$ cat src/rtl/aurora_hls_pkg.sv
// Shared definitions for the Aurora-HLS link sequencer: status bit map,
// state encoding and small helper functions.
package aurora_hls_pkg;

    localparam int STATUS_W = 13;

    localparam logic [STATUS_W-1:0] GT_POWERGOOD_MASK    = 13'h000F;
    localparam logic [STATUS_W-1:0] LANE_UP_MASK         = 13'h00F0;
    localparam logic [STATUS_W-1:0] GT_PLL_LOCK_MASK     = 13'h0100;
    localparam logic [STATUS_W-1:0] MMCM_NOT_LOCKED_MASK = 13'h0200;
    localparam logic [STATUS_W-1:0] HARD_ERR_MASK        = 13'h0400;
    localparam logic [STATUS_W-1:0] SOFT_ERR_MASK        = 13'h0800;
    localparam logic [STATUS_W-1:0] CHANNEL_UP_MASK      = 13'h1000;

    // Bits that take part in link_ok, and the value they must hold.
    localparam logic [STATUS_W-1:0] LINK_OK_MASK  = CHANNEL_UP_MASK | LANE_UP_MASK |
                                                    GT_PLL_LOCK_MASK | MMCM_NOT_LOCKED_MASK |
                                                    HARD_ERR_MASK;
    localparam logic [STATUS_W-1:0] LINK_OK_VALUE = CHANNEL_UP_MASK | LANE_UP_MASK |
                                                    GT_PLL_LOCK_MASK;

    typedef enum logic [2:0] {
        ST_IDLE    = 3'd0,
        ST_LEAD    = 3'd1,
        ST_PMA     = 3'd2,
        ST_TAIL    = 3'd3,
        ST_WAIT_UP = 3'd4,
        ST_STABLE  = 3'd5,
        ST_READY   = 3'd6
    } state_e;

    function automatic logic link_ok_f(input logic [STATUS_W-1:0] status);
        return (status & LINK_OK_MASK) == LINK_OK_VALUE;
    endfunction

    function automatic logic reset_pb_f(input state_e s);
        case (s)
            ST_WAIT_UP, ST_STABLE, ST_READY: return 1'b0;
            default:                         return 1'b1;
        endcase
    endfunction

    function automatic logic pma_init_f(input state_e s);
        case (s)
            ST_IDLE, ST_PMA: return 1'b1;
            default:         return 1'b0;
        endcase
    endfunction

    function automatic logic [31:0] sat_inc_f(input logic [31:0] c);
        return (c == 32'hFFFF_FFFF) ? c : c + 32'd1;
    endfunction

    function automatic int max_f(input int a, input int b);
        return (a > b) ? a : b;
    endfunction

endpackage

$ cat src/rtl/aurora_hls_link_sequencer_phase_timer.sv
// Loadable down-counter that stops at zero; done is high while the value is zero.
module aurora_hls_phase_timer #(
    parameter int WIDTH = 8
) (
    input  logic             clk,
    input  logic             rst,
    input  logic             load,
    input  logic [WIDTH-1:0] load_value,
    output logic [WIDTH-1:0] value,
    output logic             done
);

    logic [WIDTH-1:0] value_q;
    logic [WIDTH-1:0] value_d;

    // Next value: load wins, otherwise count down and hold at zero.
    always_comb begin
        value_d = value_q;
        if (load) begin
            value_d = load_value;
        end else if (value_q != {WIDTH{1'b0}}) begin
            value_d = value_q - {{(WIDTH-1){1'b0}}, 1'b1};
        end else begin
            value_d = value_q;
        end
    end

    // Counter register.
    always_ff @(posedge clk) begin
        if (rst) begin
            value_q <= {WIDTH{1'b0}};
        end else begin
            value_q <= value_d;
        end
    end

    assign value = value_q;
    assign done  = (value_q == {WIDTH{1'b0}});

endmodule

$ cat src/rtl/aurora_hls_link_sequencer.sv
// Bring-up / recovery sequencer for one Aurora 64B/66B core: drives reset_pb and
// pma_init, qualifies link status into link_ready and gates user TX until ready.
module aurora_hls_link_sequencer
    import aurora_hls_pkg::*;
#(
    parameter int RESET_PB_LEAD = 128,
    parameter int PMA_HOLD      = 1024,
    parameter int RESET_PB_TAIL = 128,
    parameter int LINK_TIMEOUT  = 16777216,
    parameter int STABLE_CYCLES = 256
) (
    input  logic                clk,
    input  logic                rst,
    input  logic                enable,
    input  logic [STATUS_W-1:0] aurora_status,
    output logic                reset_pb,
    output logic                pma_init,
    output logic                link_ready,
    output logic [2:0]          state,
    input  logic                s_tx_tvalid,
    output logic                s_tx_tready,
    output logic                m_tx_tvalid,
    input  logic                m_tx_tready,
    output logic [31:0]         reinit_count,
    output logic [31:0]         timeout_count
);

    localparam int MAX_PARAM = max_f(max_f(max_f(RESET_PB_LEAD, PMA_HOLD),
                                           max_f(RESET_PB_TAIL, LINK_TIMEOUT)),
                                     STABLE_CYCLES);
    localparam int TIMER_W   = $clog2(MAX_PARAM) + 1;

    // Timers hold at zero, so loading N-1 gives exactly N cycles before done.
    localparam logic [TIMER_W-1:0] LEAD_LOAD   = TIMER_W'(RESET_PB_LEAD - 1);
    localparam logic [TIMER_W-1:0] PMA_LOAD    = TIMER_W'(PMA_HOLD - 1);
    localparam logic [TIMER_W-1:0] TAIL_LOAD   = TIMER_W'(RESET_PB_TAIL - 1);
    localparam logic [TIMER_W-1:0] STABLE_LOAD = TIMER_W'(STABLE_CYCLES - 1);
    localparam logic [TIMER_W-1:0] TMO_LOAD    = TIMER_W'(LINK_TIMEOUT - 1);

    state_e              state_q, state_d;
    logic                reset_pb_q, pma_init_q, link_ready_q;
    logic [31:0]         reinit_count_q, reinit_count_d;
    logic [31:0]         timeout_count_q, timeout_count_d;

    logic                link_ok_s;
    logic                phase_load_s;
    logic [TIMER_W-1:0]  phase_load_value_s;
    logic                phase_done_s;
    logic [TIMER_W-1:0]  phase_value_unused;
    logic                tmo_load_s;
    logic                tmo_done_s;
    logic [TIMER_W-1:0]  tmo_value_unused;

    assign link_ok_s = link_ok_f(aurora_status);

    // Shared by the reset phases and the stable-window count.
    aurora_hls_phase_timer #(.WIDTH(TIMER_W)) u_phase_timer (
        .clk        (clk),
        .rst        (rst),
        .load       (phase_load_s),
        .load_value (phase_load_value_s),
        .value      (phase_value_unused),
        .done       (phase_done_s)
    );

    aurora_hls_phase_timer #(.WIDTH(TIMER_W)) u_timeout_timer (
        .clk        (clk),
        .rst        (rst),
        .load       (tmo_load_s),
        .load_value (TMO_LOAD),
        .value      (tmo_value_unused),
        .done       (tmo_done_s)
    );

    // Next-state, timer loads and counter updates; enable=0 overrides everything.
    always_comb begin
        state_d            = state_q;
        phase_load_s       = 1'b0;
        phase_load_value_s = {TIMER_W{1'b0}};
        tmo_load_s         = 1'b0;
        reinit_count_d     = reinit_count_q;
        timeout_count_d    = timeout_count_q;
        if (!enable) begin
            state_d = ST_IDLE;
        end else begin
            case (state_q)
                ST_IDLE: begin
                    state_d            = ST_LEAD;
                    phase_load_s       = 1'b1;
                    phase_load_value_s = LEAD_LOAD;
                end
                ST_LEAD: begin
                    if (phase_done_s) begin
                        state_d            = ST_PMA;
                        phase_load_s       = 1'b1;
                        phase_load_value_s = PMA_LOAD;
                    end else begin
                        state_d = ST_LEAD;
                    end
                end
                ST_PMA: begin
                    if (phase_done_s) begin
                        state_d            = ST_TAIL;
                        phase_load_s       = 1'b1;
                        phase_load_value_s = TAIL_LOAD;
                    end else begin
                        state_d = ST_PMA;
                    end
                end
                ST_TAIL: begin
                    if (phase_done_s) begin
                        state_d    = ST_WAIT_UP;
                        tmo_load_s = 1'b1;
                    end else begin
                        state_d = ST_TAIL;
                    end
                end
                ST_WAIT_UP: begin
                    if (tmo_done_s) begin
                        state_d            = ST_LEAD;
                        phase_load_s       = 1'b1;
                        phase_load_value_s = LEAD_LOAD;
                        timeout_count_d    = sat_inc_f(timeout_count_q);
                    end else if (link_ok_s) begin
                        state_d            = ST_STABLE;
                        phase_load_s       = 1'b1;
                        phase_load_value_s = STABLE_LOAD;
                    end else begin
                        state_d = ST_WAIT_UP;
                    end
                end
                ST_STABLE: begin
                    if (tmo_done_s) begin
                        state_d            = ST_LEAD;
                        phase_load_s       = 1'b1;
                        phase_load_value_s = LEAD_LOAD;
                        timeout_count_d    = sat_inc_f(timeout_count_q);
                    end else if (!link_ok_s) begin
                        state_d = ST_WAIT_UP;
                    end else if (phase_done_s) begin
                        state_d = ST_READY;
                    end else begin
                        state_d = ST_STABLE;
                    end
                end
                ST_READY: begin
                    if (!link_ok_s) begin
                        state_d            = ST_LEAD;
                        phase_load_s       = 1'b1;
                        phase_load_value_s = LEAD_LOAD;
                        reinit_count_d     = sat_inc_f(reinit_count_q);
                    end else begin
                        state_d = ST_READY;
                    end
                end
                default: begin
                    state_d = ST_IDLE;
                end
            endcase
        end
    end

    // State, core controls and counters; controls follow the next state so they
    // change on the same edge as the transition.
    always_ff @(posedge clk) begin
        if (rst) begin
            state_q         <= ST_IDLE;
            reset_pb_q      <= 1'b1;
            pma_init_q      <= 1'b1;
            link_ready_q    <= 1'b0;
            reinit_count_q  <= 32'd0;
            timeout_count_q <= 32'd0;
        end else begin
            state_q         <= state_d;
            reset_pb_q      <= reset_pb_f(state_d);
            pma_init_q      <= pma_init_f(state_d);
            link_ready_q    <= (state_d == ST_READY);
            reinit_count_q  <= reinit_count_d;
            timeout_count_q <= timeout_count_d;
        end
    end

    assign state         = state_q;
    assign reset_pb      = reset_pb_q;
    assign pma_init      = pma_init_q;
    assign link_ready    = link_ready_q;
    assign reinit_count  = reinit_count_q;
    assign timeout_count = timeout_count_q;

    // A pending beat is withdrawn when the link drops; the core is being reset anyway.
    assign m_tx_tvalid = s_tx_tvalid & link_ready_q;
    assign s_tx_tready = m_tx_tready & link_ready_q;

endmodule
$ cat config.mk
export PLATFORM = sky130hd
export DESIGN_NAME = aurora_hls_link_sequencer
export DESIGN_NICKNAME = d
export VERILOG_FILES = /design/src/rtl/aurora_hls_pkg.sv /design/src/rtl/aurora_hls_link_sequencer_phase_timer.sv /design/src/rtl/aurora_hls_link_sequencer.sv
export SDC_FILE = /design/constraint.sdc
export NUM_CORES = 1
export LEC_CHECK = 0
export ABC_AREA = 0
export CORE_AREA = 5 5 137 139
export DETAILED_ROUTE_END_ITERATION = 12
export DIE_AREA = 0 0 142 144
export SLEW_MARGIN = 20
export SYNTH_ARGS = -nofsm -noshare
export SYNTH_HDL_FRONTEND = slang
export SYNTH_SLANG_ARGS = --single-unit
export TNS_END_PERCENT = 1
$ cat constraint.sdc
create_clock -name clk -period 3.6 [get_ports clk]
set_input_delay 0.36 -clock clk [delete_from_list [all_inputs] [get_ports clk]]
set_output_delay 0.36 -clock clk [all_outputs]
set_load 0.01 [all_outputs]
==> reports/qor.csv <==
stage,metric,value,unit
die,DIE HEIGHT,144,microns
yosys,prevailing post-synth register cell,dfxtp_1,
worst_setup_path,Worst EP arrival,3.03,ns
sta,Max Slew Vio Count,0,
power,switching part of the total,0.3089,
worst_setup_path,CP Data Required Time,3.90,ns
yosys,Mapped Cells,703,
place,placed insts,1000,
final_layout,"commonest non-fill, non-tap cell in the layout",dfxtp_1,
yosys,Post-Synth Adder-Cell Area,0.01044,
route,via count,5162,
yosys,Synth Area in Simple Gates,0.3342,
yosys,"EDFF count, synth",0,
final_layout,"commonest cells after routing, fill and taps aside","dfxtp_1, nor2_1, clkdlybuf4s50_1",
final_layout,final core occ,0.4354,
die,Initial Utilization,0.3417,
min_path,Hold Path Origin,rst,
sta,fin worst setup slack,0.8676,ns
clocking,Clock Latency Late Sink,0.41,ns
clocking,clock root buffer,clkbuf_16,
final_layout,layout cells sized above 1,0.07384,
global_route,initial antenna violation count,0,
yosys,Avg Synthesized Cell Area,8.522,sq um
route,iteration count of the initial detailed-routing pass,4,
sta,Setup Skew,0.008232,ns
clocking,cts repair resizes,0,
power,P_sw,1.346,mW
die,chip width,142,microns
yosys,main combinational cell family by area after synthesis,simple AND/OR/NAND/NOR gates,
sta,final setup violation count,0,
place,gp weighted congestion,0.8310,
worst_setup_path,reg2reg path depth,8,
sta,crit path time final,2.732,ns
clocking,Max Buffers Root-to-Sink,2,
yosys,Post-Synth XOR/XNOR Area,0.1477,
die,num ports,90,
yosys,Yosys warnings,0,
route,Residual DRC,0,
run_status,status,"complete, no violations",
min_path,WHS Path Cells,2,
die,Core ar.,17530,sq um
clocking,CTS H-tree lvls,4,
worst_setup_path,Reg2Reg Launch Point,u_phase_timer.value[0],
route,DR WL/cell,13.64,microns
yosys,register bit count reported by yosys,120,
min_path,Hold Crit Class,input pin to flip-flop,
route,Final ANT Viol Nets,0,
clocking,Clock transition at path regs,0.05,ns
power,pwr/cell area,570.9,nW/um^2
clocking,# hold bufs at CTS,0,
global_route,GRT Residual Overflow,0,
clocking,setup bufs post-CTS,0,
place,post-place setup slack,0.6486,ns
worst_setup_path,worst-path fanout max,25,
yosys,Synth async-reset ratio,0,
route,initial drt markers,324,
sta,max_slew headroom,0.4041,
clocking,CTS tree,done,
worst_setup_path,worst setup path category,flip-flop to flip-flop,
sta,Setup TNS Final,0,ns
worst_setup_path,startpoint types,flip-flop,
yosys,Post-Syn Area,5991,sq um
sta,Worst Max-Slew Pin Slew,0.8857,ns
route,via/cell ratio,5.021,
min_path,hold path endpoint,reinit_count[27],
global_route,vias in the first global route,4831,
yosys,Compound-Gate Fraction of Synth Area,0.07435,
run,maxcap violations,0,
sta,Final Cycle Share,0.7590,
final_layout,Fillers,1764,
yosys,register area share after synthesis,0.4010,
place,HPWL after DPL,9786,microns
sta,unrepaired setup endpoints after global routing,no,
final_layout,"Area growth, synth to finish",27.42,%
power,Clock Power Share,0.367,
worst_setup_path,Critical Path Sink Type,flip-flop,
clocking,clk sink count,120,
die,floorplan row count,49,
route,Routed Wire Length,14020,microns
final_layout,ANT cells,0,
die,Die Area,20450,sq um
global_route,largest net degree at the start of global routing,59,
sta,Fmax,0.3660,GHz
place,PortBufs,84,
power,Worst VDD drop,0.0003442,V
power,proportion of power drawn by combinational gates,0.266,
global_route,GRT Util Overall,0.1403,
worst_setup_path,reg2reg setup slack,0.87,ns
final_layout,post-route insts no fill,1028,
final_layout,# nets final,813,
power,internal power,3.012,mW
power,Seq pwr share,0.368,
sta,Hold Fails Final Rpt,0,
yosys,Syn Nets,726,
global_route,first-pass GRT wire length,23680,microns
yosys,"Distinct cells, synth",60,
worst_setup_path,reg2reg end,u_timeout_timer.value[24],
clocking,total CTS buffers,17,
yosys,post-synthesis mux area share,0.006683,
power,Leak,2.766,nW
## critical path, stage by stage (launching register included)
cell	delay, ns
dfxtp_1	0.30
inv_1	0.08
ha_1	0.33
nor4b_1	0.57
and2_0	0.36
and3_1	0.41
nand4_1	0.13
buf_4	0.25
and3b_1	0.19
## final cells by class
cell class | instances | area (sq um) | area share
multi-input combinational | 547 | 3435 | 0.4499
sequential | 120 | 2402 | 0.3147
timing repair buffer | 95 | 920.9 | 0.1206
clock buffer | 25 | 515.5 | 0.06753
tap | 229 | 286.5 | 0.03753
clock inverter | 3 | 40.04 | 0.005245
inverter | 9 | 33.78 | 0.004426
## metal layers
| layer | track usage | up-vias | part of all wire |
|---|---|---|---|
| met1 | 0.1966 | 2379 | 0.52 |
| met5 | 0 | - | 0 |
| met2 | 0.2065 | 96 | 0.42 |
| met4 | 0.04444 | 0 | 0.0078 |
| li1 | - | 2676 | - |
| met3 | 0.04332 | 11 | 0.048 |
## synth_stat cells (4+ instances only)
master	count	share of area
mux2i_1	4	0.0067
nand2_1	39	0.024
dfxtp_1	120	0.40
xor2_1	67	0.098
xnor2_1	34	0.050
o31ai_1	4	0.0050
o21ai_0	12	0.010
nand3_1	43	0.036
nor2_1	106	0.066
inv_1	9	0.0056
and3_1	17	0.018
or4_1	5	0.0063
nand4_1	39	0.041
or3_1	16	0.017
nor3_1	25	0.021
and2_1	10	0.010
nand4b_1	4	0.0058
and4_1	9	0.013
clkbuf_1	19	0.012
buf_2	6	0.0050
ha_1	5	0.010
nor4_1	19	0.020
a21oi_1	36	0.030
## how the worst max path moves through the flow
stage	from	slack (ns)	to
final	u_phase_timer.value[0]	0.87	u_timeout_timer.value[24]
after global routing	u_phase_timer.value[0]	0.66	u_phase_timer.value[3]
after CTS	u_phase_timer.value[0]	0.84	u_timeout_timer.value[24]
after detailed placement	enable	0.65	timeout_count[27]
after global placement	enable	0.68	timeout_count[23]
after floorplan	u_timeout_timer.value[8]	1.28	u_timeout_timer.value[5]
## power by group through the flow
stage	sequential (mW)	clock [mW]	combinational (mW)
after floorplan	1.59	0	0.992
after global placement	1.63	0	1.15
after detailed placement	1.63	0	1.16
after CTS	1.60	1.65	1.17
after global routing	1.62	1.71	1.30
final	1.60	1.60	1.16
## cell families after synthesis
logic type	after synthesis
AO/OA/AOI/OAI	71
XOR/XNOR	101
adder cells (fa/ha/maj)	5
buffers and inverters	36
flip-flops	120
multiplexers	4
AND/OR/NAND/NOR	366
## registers in the layout (all words and copies together), names as in the netlist
signal,count
reset_pb,1
state,3
u_timeout_timer.value,25
link_ready,1
reinit_count,32
u_phase_timer.value,25
timeout_count,32
pma_init,1
## stage by stage
stage	instance area, sq um	power, mW	hold WS (ns)
after floorplan	5991	2.584	0.4513
after global placement	7078	2.778	0.4733
after detailed placement	7078	2.782	0.4754
after CTS	7634	4.413	0.4405
after global routing	7634	4.632	0.4718
final	7634	4.358	0.4522
Note: power is estimated with default switching activity, not from simulation.
